`src/rtl/mld_serial_decoder.sv`:
```
// mld_serial_decoder: serial one-step majority-logic decoder for cyclic
// LDPC/EG codes.
// The decoder accepts a word, rotates it N times and votes on the MSB at
// each step. It then holds the corrected word until the sink takes it.
// Optional build macro MLD_STATS_EN adds delivery and correction
// counters with a synchronous clear.
module mld_serial_decoder #(
    parameter int              N        = 15,
    parameter int              J        = 4,
    parameter int              THRESH   = J/2+1,
    parameter logic [J*N-1:0]  CHK_MASK = {15'h4580, 15'h4045, 15'h6022, 15'h5808},
    parameter int              CW       = $clog2(N+1)
) (
    input  logic          clk,
    input  logic          rst_n,
    input  logic          in_valid,
    output logic          in_ready,
    input  logic [N-1:0]  in_cw,
    input  logic          byp,
    output logic          out_valid,
    input  logic          out_ready,
    output logic [N-1:0]  out_cw,
    output logic [CW-1:0] out_flips
`ifdef MLD_STATS_EN
    ,
    input  logic          stat_clr,
    output logic [15:0]   stat_words,
    output logic [15:0]   stat_corr
`endif
);

    typedef enum logic [1:0] {
        ST_IDLE   = 2'd0,
        ST_DECODE = 2'd1,
        ST_HOLD   = 2'd2
    } state_t;

    state_t          state_r;
    logic [N-1:0]    ct_r;
    logic [CW-1:0]   step_r;
    logic [CW-1:0]   flips_r;
    logic            in_ready_r;
    logic            out_valid_r;
    logic [N-1:0]    out_cw_r;
    logic [CW-1:0]   out_flips_r;

    logic [J-1:0]    s_s;
    logic [31:0]     cnt_s;
    logic            flip_s;
    logic [N-1:0]    rot_s;
    logic [CW-1:0]   flips_nx_s;

    // Even-parity of the selected taps of one check sum
    function automatic logic par_fn(input logic [N-1:0] v);
        par_fn = ^v;
    endfunction

    // Number of failing check sums
    function automatic logic [31:0] pop_fn(input logic [J-1:0] v);
        logic [31:0] c;
        c = 32'd0;
        for (int k = 0; k < J; k++) begin
            c = c + {31'd0, v[k]};
        end
        pop_fn = c;
    endfunction

    // Check sums, majority vote and the rotated/corrected next word
    always_comb begin
        s_s = '0;
        for (int j = 0; j < J; j++) begin
            s_s[j] = par_fn(ct_r & CHK_MASK[j*N +: N]);
        end
        cnt_s  = pop_fn(s_s);
        flip_s = (cnt_s >= $unsigned(THRESH));
        rot_s  = {ct_r[N-2:0], ct_r[N-1] ^ flip_s};
        if (flip_s && (flips_r != CW'(N))) begin
            flips_nx_s = flips_r + CW'(1);
        end else begin
            flips_nx_s = flips_r;
        end
    end

`ifdef MLD_STATS_EN
    logic        byp_r;
    logic [15:0] stat_words_r;
    logic [15:0] stat_corr_r;
`endif

    // Control FSM with registered handshake outputs and result registers
    always_ff @(posedge clk or negedge rst_n) begin
        if (!rst_n) begin
            state_r     <= ST_IDLE;
            ct_r        <= '0;
            step_r      <= '0;
            flips_r     <= '0;
            in_ready_r  <= 1'b0;
            out_valid_r <= 1'b0;
            out_cw_r    <= '0;
            out_flips_r <= '0;
`ifdef MLD_STATS_EN
            byp_r       <= 1'b0;
`endif
        end else begin
            case (state_r)
                ST_IDLE: begin
                    if (in_ready_r && in_valid) begin
                        ct_r       <= in_cw;
                        step_r     <= '0;
                        flips_r    <= '0;
                        in_ready_r <= 1'b0;
`ifdef MLD_STATS_EN
                        byp_r      <= byp;
`endif
                        if (byp) begin
                            out_cw_r    <= in_cw;
                            out_flips_r <= '0;
                            out_valid_r <= 1'b1;
                            state_r     <= ST_HOLD;
                        end else begin
                            state_r     <= ST_DECODE;
                        end
                    end else begin
                        in_ready_r <= 1'b1;
                    end
                end
                ST_DECODE: begin
                    ct_r    <= rot_s;
                    flips_r <= flips_nx_s;
                    step_r  <= step_r + CW'(1);
                    // The last rotation restores the original bit alignment
                    if (step_r == CW'(N-1)) begin
                        out_cw_r    <= rot_s;
                        out_flips_r <= flips_nx_s;
                        out_valid_r <= 1'b1;
                        state_r     <= ST_HOLD;
                    end
                end
                ST_HOLD: begin
                    if (out_ready) begin
                        out_valid_r <= 1'b0;
                        in_ready_r  <= 1'b1;
                        state_r     <= ST_IDLE;
                    end
                end
                default: begin
                    state_r     <= ST_IDLE;
                    in_ready_r  <= 1'b0;
                    out_valid_r <= 1'b0;
                end
            endcase
        end
    end

`ifdef MLD_STATS_EN
    // Saturating delivery/correction counters; clear wins over increment
    always_ff @(posedge clk or negedge rst_n) begin
        if (!rst_n) begin
            stat_words_r <= 16'd0;
            stat_corr_r  <= 16'd0;
        end else if (stat_clr) begin
            stat_words_r <= 16'd0;
            stat_corr_r  <= 16'd0;
        end else if ((state_r == ST_HOLD) && out_ready && !byp_r) begin
            if (stat_words_r != 16'hFFFF) begin
                stat_words_r <= stat_words_r + 16'd1;
            end
            if ((out_flips_r != '0) && (stat_corr_r != 16'hFFFF)) begin
                stat_corr_r <= stat_corr_r + 16'd1;
            end
        end
    end

    assign stat_words = stat_words_r;
    assign stat_corr  = stat_corr_r;
`endif

    assign in_ready  = in_ready_r;
    assign out_valid = out_valid_r;
    assign out_cw    = out_cw_r;
    assign out_flips = out_flips_r;

endmodule

```
`config.mk`:
```
export PLATFORM = sky130hd
export DESIGN_NAME = mld_serial_decoder
export DESIGN_NICKNAME = d
export VERILOG_FILES = /design/src/rtl/mld_serial_decoder.sv
export SDC_FILE = /design/constraint.sdc
export NUM_CORES = 1
export LEC_CHECK = 0
export ABC_AREA = 1
export BUFFER_PORTS_ARGS = -buffer_cell sky130_fd_sc_hd__buf_2
export CAP_MARGIN = 20
export CORE_ASPECT_RATIO = 1.2
export CORE_MARGIN = 2
export CORE_UTILIZATION = 41
export DETAILED_ROUTE_END_ITERATION = 7
export PLACE_DENSITY = 0.59
export SETUP_SLACK_MARGIN = 0.3
export SLEW_MARGIN = 25
export SYNTH_ARGS = -nofsm -noshare
export SYNTH_HDL_FRONTEND = slang
export SYNTH_SLANG_ARGS = --single-unit
```
`constraint.sdc`:
```
create_clock -name clk -period 3 [get_ports clk]
set_input_delay 0.6 -clock clk [delete_from_list [all_inputs] [get_ports clk]]
set_output_delay 0.6 -clock clk [all_outputs]
set_load 0.02 [all_outputs]
```
==> qor.yml <==
status:
  status: "finished clean"
routing:
  avgViaCountPerCell: 4.839
  wl_per_cell_um: 12.01
  drtIter0Drc: 65
  drt_pass1_iterations: 4
  vias: 1868
  totalWireLength_um: 4636
  drc: 0
  drtAntennaViolNets: 0
sta:
  min_period_ps: 2529
  drv_slew: 0
  fin_crit_sh_pct: 84.31
  fin_tns_setup_ps: 0
  fin_skew_ps: 3.592
  rsz0062_at_grt: "false"
  setup_viol: 0
  max_clock_freq_mhz: 395.4
  hold_viol: 0
  tightest_slew_ps: 580.7
  relSlewSlack_pct: 61.29
die:
  design.die.area_um2: 6368
  coreArea_um2: 5593
  die_y_um: 87.02
  die_w_um: 73.18
  pin_count: 41
  rows: 30
  start_util_pct: 42.10
final_layout:
  final_cell_mix: "102 x nand2_1, 45 x dfrtp_1, 39 x buf_2, 29 x o21ai_0, 27 x inv_1"
  final_common_cell: "nand2_1"
  nFillCells: 554
  nNetsFinal: 347
  antennaDiodeCount: 0
  drive_above_1_share_pct: 22.05
  final_cells: 386
  area_growth_pct: 15.99
  final_area_um2: 2731
worst_setup_path:
  slowest_stage: "fa_1"
  worstRegToRegCells: 14
  cp-end-kind: "flop"
  r2r-end: "flips_r[3]$_DFFE_PN0P_"
  r2r_slack_ps: 470
  start_kind: "flop"
  cp_cell_sequence: "xnor2_2 -> xnor2_1 -> fa_1 -> inv_1 -> ha_1 -> ha_1 -> nand2_1 -> nand2_2 -> nand2_2 -> inv_1 -> nand2_1 -> nand2_1 -> nand2_1 -> o21ai_0"
  crit_required_ps: 3180
  cp_common_cell: "nand2_1"
  regToRegStartpoint: "ct_r[14]$_DFFE_PN0P_"
  worstSetupPathType: "flop to flop"
  path_max_fanout: 6
  cp.arrival_ps: 2710
  slowest_delay_ps: 540
grt:
  grt_max_degree: 47
  grt_usage_pct: 16.11
  grt_antenna_before_repair: 0
  grt_pass1_vias: 1791
  grt-ovfl-total: 0
  grt_pass1_wl_um: 7941
yosys:
  synth_top_family_by_area: "simple AND/OR/NAND/NOR gates"
  synth_cell_types: 26
  syn_inst: 282
  ys_ff_latch: 46
  yosysSeqAreaShare_pct: 48.88
  synth_fa_ha_area_share_pct: 3.507
  synth-simple-area-share_pct: 24.81
  synth_warnings: 0
  syn_area_um2: 2355
  syn_nets: 308
  avgSynthCellArea_um2: 8.350
  synthMuxAreaShare_pct: 0
  synth-compound-area-share_pct: 9.086
  synth_xor_area_share_pct: 5.207
clock_tree:
  clock_sinks: 46
  cts_tree: "yes"
  cts-hold-fix-buffers: 0
  cts_max_level: 2
  path_clk_slew_ps: 90
  cts-root-buf: "clkbuf_8"
  cts_max_path_buffers: 2
  cts_inserted_buffers: 5
  clkLatencyLatePin_ps: 300
min_path:
  hp-class: "primary input to async pin"
place:
  hpwl_um: 3183
  io_buffers: 40
  place_inst: 377
  place.gp.congestion: 0.7631
  placed_area_um2: 2560
run:
  maxCapViolations: 0
worst max-delay path: cells and delay by family (launching register included):
family	cells	cell delay [ps]
fa+ha+maj	3	990
flops	1	480
simple gates	6	460
xor+xnor	2	310
buf+inv	2	100
compound gates	1	70
cell usage after synthesis, drive strengths merged:
library cell	instances	area, um2
inv	30	115.1
nor2	6	48.80
clkbuf	1	3.750
fa	1	20.02
ha	5	62.56
nand3	12	60.06
o21ai	38	190.2
o21bai	1	7.510
a31oi	1	6.260
nand2	114	462.9
a21oi	2	10.01
xnor2	12	105.1
xor2	2	17.52
buf	9	81.32
nand4	2	12.51
dfrtp	46	1151
sequential cells by signal, summed over array words and instances (netlist names):
name       cells
flips_r        4
step_r         4
out_flips      4
out_cw        15
in_ready       1
ct_r          15
state_r        2
out_valid      1
metrics by stage:
step                setup WS [ps]  util, %  hold WS [ps]
global route                301.5    48.84         340.1
detailed placement          387.4    45.77         457.5
finish                      470.7    48.84         288.8
floorplan                   486.6        -         304.4
CTS                         363.7    48.32         323.7
global placement            461.3    45.73         452.8
logic make-up after synthesis:
group                    count (synthesis)
flip-flops                              46
AND/OR/NAND/NOR                        134
adder cells (fa/ha/maj)                  6
XOR/XNOR                                14
AO/OA/AOI/OAI                           42
buffers and inverters                   40
worst max-delay path by stage:
stage                          from                      to  cells past startpoint
2_1_floorplan  ct_r[14]$_DFFE_PN0P_  flips_r[3]$_DFFE_PN0P_                     15
3_3_place_gp   ct_r[14]$_DFFE_PN0P_  flips_r[3]$_DFFE_PN0P_                     14
3_5_place_dp   ct_r[14]$_DFFE_PN0P_  flips_r[3]$_DFFE_PN0P_                     14
4_1_cts        ct_r[14]$_DFFE_PN0P_  flips_r[3]$_DFFE_PN0P_                     14
5_1_grt        ct_r[14]$_DFFE_PN0P_  flips_r[3]$_DFFE_PN0P_                     14
6_report       ct_r[14]$_DFFE_PN0P_  flips_r[3]$_DFFE_PN0P_                     14
repair_timing:
item                                    in CTS  in global routing
gates resized for setup                      0                  5
endpoints found under the hold margin        0                  0
endpoints found under the setup margin       0                  8
buffers inserted                             0                  1
routing by layer:
layer / global-route usage, % / part of all wire [%] / up-vias
met3: 3.125 / 3.2 / 7
met5: 0 / 0 / -
met1: 19.85 / 46 / 871
met4: 5.051 / 1.5 / 0
met2: 28.09 / 49 / 32
li1: - / - / 958
final cells by class:
type | instances | area [um2] | area share, %
sequential | 46 | 1152 | 42.19
multi-input combinational | 196 | 1023 | 37.47
timing repair buffer | 42 | 217.7 | 7.971
inverter | 30 | 115.1 | 4.214
clock buffer | 6 | 82.58 | 3.023
tap | 64 | 80.08 | 2.932
clock inverter | 2 | 60.06 | 2.199
Power is left out: the tool's default activity adds up to more than one toggle a clock period on the data nets, which glitch-free logic cannot reach.
